## config.mk

```make
export PLATFORM = sky130hd
export DESIGN_NAME = hbus_wrreg_stm
export DESIGN_NICKNAME = d
export VERILOG_FILES = /design/src/rtl/hbus_wrreg_stm.sv
export SDC_FILE = /design/constraint.sdc
export NUM_CORES = 1
export LEC_CHECK = 0
export CAP_MARGIN = 30
export CELL_PAD_IN_SITES_DETAIL_PLACEMENT = 1
export CELL_PAD_IN_SITES_GLOBAL_PLACEMENT = 2
export CORE_UTILIZATION = 30
export DETAILED_ROUTE_END_ITERATION = 7
export GPL_ROUTABILITY_DRIVEN = 0
export PLACE_DENSITY_LB_ADDON = 0.3
export SETUP_SLACK_MARGIN = 0.1
export SLEW_MARGIN = 20
export SYNTH_ARGS = -nofsm -noshare
export SYNTH_HDL_FRONTEND = slang
export SYNTH_SLANG_ARGS = --single-unit
export TNS_END_PERCENT = 100
```

## constraint.sdc

```tcl
create_clock -name i_clk -period 2.35 [get_ports i_clk]
set_input_delay 0.705 -clock i_clk [delete_from_list [all_inputs] [get_ports i_clk]]
set_output_delay 0.705 -clock i_clk [all_outputs]
set_load 0.05 [all_outputs]
```

## src/rtl/hbus_wrreg_stm.sv

```systemverilog
// HyperBus configuration-register write sub-state-machine.
// Zero-latency CR write: CS# setup, 3 CA words, 1 data word, CS# hold, recovery.
module hbus_wrreg_stm #(
    parameter int CSS_CYCLES  = 1,
    parameter int CSH_CYCLES  = 1,
    parameter int CSHI_CYCLES = 2
) (
    input  logic        i_clk,
    input  logic        i_rst,
    input  logic        i_stm_start,
    input  logic [47:0] i_casig,
    input  logic [15:0] i_wrdata,
    output logic        o_stm_end,
    output logic        o_oe,
    output logic        o_oe_clk,
    output logic        o_csn,
    output logic [15:0] o_datain,
    output logic        o_busy,
    output logic [7:0]  o_wr_count
);

    localparam int MAXP0 = (CSS_CYCLES > CSH_CYCLES) ? CSS_CYCLES : CSH_CYCLES;
    localparam int MAXP  = (MAXP0 > CSHI_CYCLES) ? MAXP0 : CSHI_CYCLES;
    localparam int CW    = (MAXP < 2) ? 1 : $clog2(MAXP + 1);

    // bit 47 = R/W# (0 = write), bit 46 = register space
    localparam logic [47:0] CA_RW_BIT  = 48'h8000_0000_0000;
    localparam logic [47:0] CA_REG_BIT = 48'h4000_0000_0000;

    typedef enum logic [3:0] {
        S_IDLE, S_CSS, S_CA0, S_CA1, S_CA2,
        S_DATA, S_CSH, S_RECOV, S_DONE
    } state_t;

    state_t        r_state;
    logic [CW-1:0] r_cnt;
    logic [47:0]   r_ca;
    logic [15:0]   r_wd;
    logic          r_abort;
    logic          r_stm_end;
    logic          r_oe;
    logic          r_oe_clk;
    logic          r_csn;
    logic [15:0]   r_datain;
    logic          r_busy;
    logic [7:0]    r_wr_count;

    logic w_active;
    assign w_active = (r_state == S_CSS) || (r_state == S_CA0) ||
                      (r_state == S_CA1) || (r_state == S_CA2) ||
                      (r_state == S_DATA) || (r_state == S_CSH);

    always_ff @(posedge i_clk) begin
        if (i_rst) begin
            r_state    <= S_IDLE;
            r_cnt      <= '0;
            r_ca       <= '0;
            r_wd       <= '0;
            r_abort    <= 1'b0;
            r_stm_end  <= 1'b0;
            r_oe       <= 1'b0;
            r_oe_clk   <= 1'b0;
            r_csn      <= 1'b1;
            r_datain   <= '0;
            r_busy     <= 1'b0;
            r_wr_count <= '0;
        end else if (w_active && !i_stm_start) begin
            r_state  <= S_RECOV;
            r_cnt    <= CW'(CSHI_CYCLES - 1);
            r_abort  <= 1'b1;
            r_csn    <= 1'b1;
            r_oe     <= 1'b0;
            r_oe_clk <= 1'b0;
            r_datain <= '0;
        end else begin
            unique case (r_state)
                S_IDLE: begin
                    if (i_stm_start) begin
                        r_ca    <= (i_casig & ~CA_RW_BIT) | CA_REG_BIT;
                        r_wd    <= i_wrdata;
                        r_abort <= 1'b0;
                        r_cnt   <= CW'(CSS_CYCLES - 1);
                        r_csn   <= 1'b0;
                        r_busy  <= 1'b1;
                        r_state <= S_CSS;
                    end
                end
                S_CSS: begin
                    if (r_cnt == '0) begin
                        r_oe     <= 1'b1;
                        r_oe_clk <= 1'b1;
                        r_datain <= r_ca[47:32];
                        r_state  <= S_CA0;
                    end else begin
                        r_cnt <= r_cnt - 1'b1;
                    end
                end
                S_CA0: begin
                    r_datain <= r_ca[31:16];
                    r_state  <= S_CA1;
                end
                S_CA1: begin
                    r_datain <= r_ca[15:0];
                    r_state  <= S_CA2;
                end
                S_CA2: begin
                    r_datain <= r_wd;
                    r_state  <= S_DATA;
                end
                S_DATA: begin
                    r_oe     <= 1'b0;
                    r_oe_clk <= 1'b0;
                    r_datain <= '0;
                    r_cnt    <= CW'(CSH_CYCLES - 1);
                    r_state  <= S_CSH;
                end
                S_CSH: begin
                    if (r_cnt == '0) begin
                        r_csn   <= 1'b1;
                        r_cnt   <= CW'(CSHI_CYCLES - 1);
                        r_state <= S_RECOV;
                    end else begin
                        r_cnt <= r_cnt - 1'b1;
                    end
                end
                S_RECOV: begin
                    if (r_cnt != '0) begin
                        r_cnt <= r_cnt - 1'b1;
                    end else if (r_abort) begin
                        r_busy  <= 1'b0;
                        r_state <= S_IDLE;
                    end else begin
                        r_stm_end  <= 1'b1;
                        r_wr_count <= r_wr_count + 8'd1;
                        r_state    <= S_DONE;
                    end
                end
                S_DONE: begin
                    if (!i_stm_start) begin
                        r_stm_end <= 1'b0;
                        r_busy    <= 1'b0;
                        r_state   <= S_IDLE;
                    end
                end
                default: r_state <= S_IDLE;
            endcase
        end
    end

    assign o_stm_end  = r_stm_end;
    assign o_oe       = r_oe;
    assign o_oe_clk   = r_oe_clk;
    assign o_csn      = r_csn;
    assign o_datain   = r_datain;
    assign o_busy     = r_busy;
    assign o_wr_count = r_wr_count;

endmodule

```

---- Yosys cells after proc, flatten, opt, wreduce, memory -nomap -nowiden ----
Index checks and enable logic that the tools add are counted.
cells by class
  add/subtract/negate cells ............... 2
  equal/unequal tests ..................... 24
  mux-type cells .......................... 30
  bitwise operators ....................... 3
  reductions and logical operators ........ 32
operators by type and width
  cell                                                 count
  one-hot mux 16 bit (5 select lines)                  1
  one-hot mux 4 bit (9 select lines)                   1
  two-way mux 4 bit                                    6
  equality test 4 x 3 -> 1 bit, second input constant  4
  two-way mux 16 bit                                   1
  != test 3 bit, second input constant                 5
  AND reduction 5 bit                                  3
  != test 2 bit, second input constant                 7
  AND reduction 4 bit                                  3
  nonzero test 2 bit                                   6
  two-way mux 1 bit                                    11
  one-hot mux 2 bit (5 select lines)                   1
  nonzero test 5 bit                                   2
  adder 8 x 1 -> 8 bit, second input constant          1
  equality test 4 x 2 -> 1 bit, second input constant  2
  two-way mux 2 bit                                    4
  != test 3 x 1 -> 1 bit, second input constant        2
  one-hot mux 1 bit (2 select lines)                   3
  AND reduction 2 bit                                  3
  AND reduction 3 bit                                  2
  AND reduction 6 bit                                  1
  nonzero test 6 bit                                   1
  logical OR 1 bit                                     5
  equality test 4 x 1 -> 1 bit, second input constant  1
  other kinds (12)                                     15
word-level totals
  bits in registers ....................... 98
  input port bits ......................... 67
  output and inout port bits .............. 29
  word-level logic and storage cells ...... 104

---- Depth between registers and ports, before layout ----
  depth in word-level cells ............... 9
  mapped depth ............................ 9
  mapped depth without buffers ............ 7

---- Least setup slack after synthesis ----
Ideal clock, no wire load.
  kind .................................... input-to-reg
  start point ............................. in i_stm_start
  end point ............................... reg r_datain[14] (netlist: o_datain[14])
  setup time .............................. 125 ps
  data arrival time ....................... 1582 ps
  required time ........................... 2225 ps
  slack ................................... 643 ps
  cell stages on the path ................. 5
  buffers on the path ..................... 1
  cells stage by stage .................... or4_4 > nand2b_2 > buf_6 > o21bai_1 > a31oi_1
on the way
  cells in the longest elaborated chain, start to end .. 3
RTL lines
  element                              RTL line  RTL
  start, declared                      10        input logic i_stm_start,
  logical NOT 1 bit                    -
  logical AND 1 bit                    67        end else if (w_active && !i_stm_start) begin
  OR reduction 2 bit (no source line)  -
  end signal, assigned                 92        r_datain <= r_ca[47:32];
  end signal, assigned                 99        r_datain <= r_ca[31:16];
  end signal, assigned                 103       r_datain <= r_ca[15:0];
  end, declared                        44        logic [15:0] r_datain;
Every way passes these cells.
A chain may end at the register's enable or synchronous reset.

---- Worst setup path after layout ----
  start point ............................. reg r_busy (netlist: o_busy)
  end point ............................... out o_busy
RTL lines
  element                 RTL line  RTL
  start, declared         45        logic r_busy;
  start signal, assigned  65        r_busy <= 1'b0;
  start signal, assigned  84        r_busy <= 1'b1;
  start signal, assigned  130       r_busy <= 1'b0;
  end, declared           18        output logic o_busy,
No word-level cell between the ends.

==> out/metrics.cfg <==
[run_status]
status = finished clean

[route]
wirelength_um = 13530
wl_per_cell_um = 16.55
vias = 4099
drt_iter0_drc = 213
dr.pass1.iters = 4
via_per_inst = 5.011
drcViolationCount = 0
final_antenna_net_count = 0

[clocking]
clockBufferDepth = 2
htreeDepth = 3
post_cts_buffers = 0
cts_hold_repair.buffers = 0
clock_sinks = 98
cts_tree = yes
root_buffer = clkbuf_16
cts_buffers = 9
clkLatencyLatePin_ns = 0.35
clk_pin_slew_ns = 0.07

[timing]
rsz0062_at_grt = no
setup_viol = 0
finalHoldViolCount = 0
skew_ns = 0.007115
finalCriticalPeriod_ns = 2.225
worstMarginPinSlew_ns = 0.7964
final.setup.tns_ns = 0
fmax_mhz = 449.4
slew_violations = 0
holdWs_ns = 0.4560
fin_crit_sh_pct = 94.69
slew_headroom_pct = 46.83

[worst_setup_path]
r2r_cells = 5
cp_max_fo = 3
path_buf_inv = 1
cp-start-kind = flip-flop
required_ns = 1.64
cp_slowest_cell = clkdlybuf4s50_1
reg2reg_from = r_state[2]
slowest_delay_ns = 0.81
critPathKind = flip-flop to output pin
timing.rr.end = o_datain[3]
setup.worst_path.end_class = output pin
crit_arrival_ns = 1.52
crit_family = buffers and inverters
rrSetupSlack_ns = 0.22
crit_chain = clkdlybuf4s50_1

[global_routing]
track_usage_pct = 17.67
grt_pass1_vias = 4213
gr-total-overflow = 0
grt_pass1_wl_um = 21950
antenna_found_initial = 0
grt_max_degree = 51

[yosys]
synth_seq_area_share_pct = 42.64
syn_area_um2 = 4601
syn_avg_cell_area_um2 = 8.395
yosysWarnings = 0
async_flop_share_pct = 0
synth.top_cell.area_share_pct = 42.64
synth_edf_count = 0
synth.area.top_cells = dfxtp_1, nand2_1, a21oi_1
synth_seq_cells = 98
yosysUniqueCellTypes = 56
syn_inst = 548
ys.flop_type = dfxtp_1
syn-num-nets = 618
yosys.area.top_type = dfxtp_1

[placement]
hpwl_um = 9624
port_buffers = 93

[pwr]
power.leakage_nw = 2.415
vdd_drop_max_v = 0.0004084
p_per_area_nw_per_um2 = 917.7

[final_layout]
final_layout_size_suffix_gt1_share_pct = 13.41
synthToLayoutAreaGrowth_pct = 29.75
diodes = 0
num-nets-final = 699

[die]
die_area_um2 = 15830
die_w_um = 125.8
dieHeight_um = 125.8
ios = 96
core_area_um2 = 14750
initial_core_util_pct = 31.18
rows = 44

[hold_path]
hold_depth = 2
hold_end = r_wd[1]
hp-start = r_wd[1]
hp-class = flip-flop to flip-flop

[flow_run]
drv_cap = 0

worst max path at each step:
stage,cells after the start,startpoint,end
floorplan,5,i_stm_start,o_datain[14]
global placement,6,i_stm_start,o_datain[13]
detailed placement,6,i_stm_start,o_datain[6]
CTS,1,o_datain[8],o_datain[8]
global route,1,o_datain[15],o_datain[15]
finish,1,o_busy,o_busy
final cells by class:
cell class | instances | area [µm²]
Multi-Input combinational cell | 395 | 2296
Clock buffer | 12 | 256.5
Fill cell | 1775 | 8785
Inverter | 6 | 22.52
Clock inverter | 4 | 23.77
Timing Repair Buffer | 119 | 1179
Sequential cell | 98 | 1962
Tap cell | 184 | 230.2
layout by cell type, fill, tap and decap left out, types with 2 or more instances in the layout:
cell type	n
nand2_1	133
dfxtp_1	98
a21oi_1	74
clkdlybuf4s50_1	70
nor2_1	28
buf_4	21
dlygate4sd2_1	16
a21o_1	15
a22o_1	14
a221o_1	14
nor2_2	10
a21oi_2	10
nor3_2	10
nor3_1	9
clkbuf_16	9
o21ai_0	8
inv_1	6
a31oi_1	6
xor2_1	6
dlymetal6s2s_1	6
buf_12	5
nand4_1	4
nand2b_1	4
mux2i_1	4
ha_1	3
clkinv_2	3
nor2b_1	2
nor2_4	2
a32oi_1	2
nor3_4	2
and3_1	2
nor4_1	2
nand3_1	2
o31ai_1	2
o221ai_1	2
a211oi_1	2
clkbuf_8	2
power by group:
| part | internal [mW] | switching [mW] |
|---|---|---|
| registers | 1.87 | 0.159 |
| clock network | 0.775 | 0.635 |
| logic | 0.783 | 1.26 |
kinds of logic after synthesis:
kind of cell               after synthesis  share of synthesized area, %
AOI/OAI and AO/OA                      158                         23.12
xor gates and xnor gates                 7                         1.333
adders and majority gates                3                        0.8160
buffers and inverters                   55                         7.506
DFF                                     98                         42.64
muxes                                    5                         1.115
and+or+nand+nor                        222                         23.47
synth_stat cells, types with 3 or more instances:
| library cell | instances |
|---|---|
| buf_6 | 13 |
| nand2_1 | 134 |
| a22o_1 | 14 |
| a21o_1 | 15 |
| buf_4 | 6 |
| nor2_1 | 28 |
| a21oi_2 | 10 |
| ha_1 | 3 |
| dfxtp_1 | 98 |
| a21oi_1 | 74 |
| nand2b_1 | 4 |
| nor3_2 | 10 |
| nor2_2 | 10 |
| clkbuf_1 | 12 |
| o21ai_0 | 8 |
| a221o_1 | 14 |
| a31oi_1 | 6 |
| mux2i_1 | 4 |
| buf_1 | 3 |
| buf_2 | 15 |
| inv_1 | 6 |
| nor3_1 | 9 |
| nand4_1 | 4 |
| xor2_1 | 6 |
metrics by stage:
| stage | utilization, % | cells | power (mW) | instance area (µm²) | worst slack [ns] |
|---|---|---|---|---|---|
| 4_1_cts | 40.36 | 818 | 5.553 | 5954 | 0.1062 |
| 3_5_place_dp | 38.59 | 802 | 4.153 | 5694 | 0.01254 |
| 2_1_floorplan | - | 548 | 3.530 | 4601 | 0.6428 |
| 3_3_place_gp | 38.59 | 802 | 4.094 | 5694 | 0.01481 |
| 6_report | 40.46 | 818 | 5.478 | 5969 | 0.1247 |
| 5_1_grt | 40.46 | 818 | 5.784 | 5969 | 0.1006 |
routing by layer:
metal / global-route usage, % / vias up / share of wire (%)
met1: 23.82 / 1956 / 48
li1: - / 2053 / -
met2: 28.99 / 79 / 47
met3: 2.804 / 11 / 3.2
met5: 0 / - / 0
met4: 5.457 / 0 / 1.2
what timing repair did:
action / 4_1_cts / 5_1_grt
resized for setup: 16 / 6
endpoints found under the setup margin: 16 / 7
endpoints found under the hold margin: 0 / 0
registers in the layout, summed over array words and instances, names as in the netlist:
signal and flops:
o_wr_count 8, r_wd 16, o_stm_end 1, r_abort 1, o_oe_clk 1, o_csn 1, o_datain 16, r_state 4
r_cnt 2, r_ca 47, o_busy 1
No activity file was read; power rests on OpenSTA's default activity.
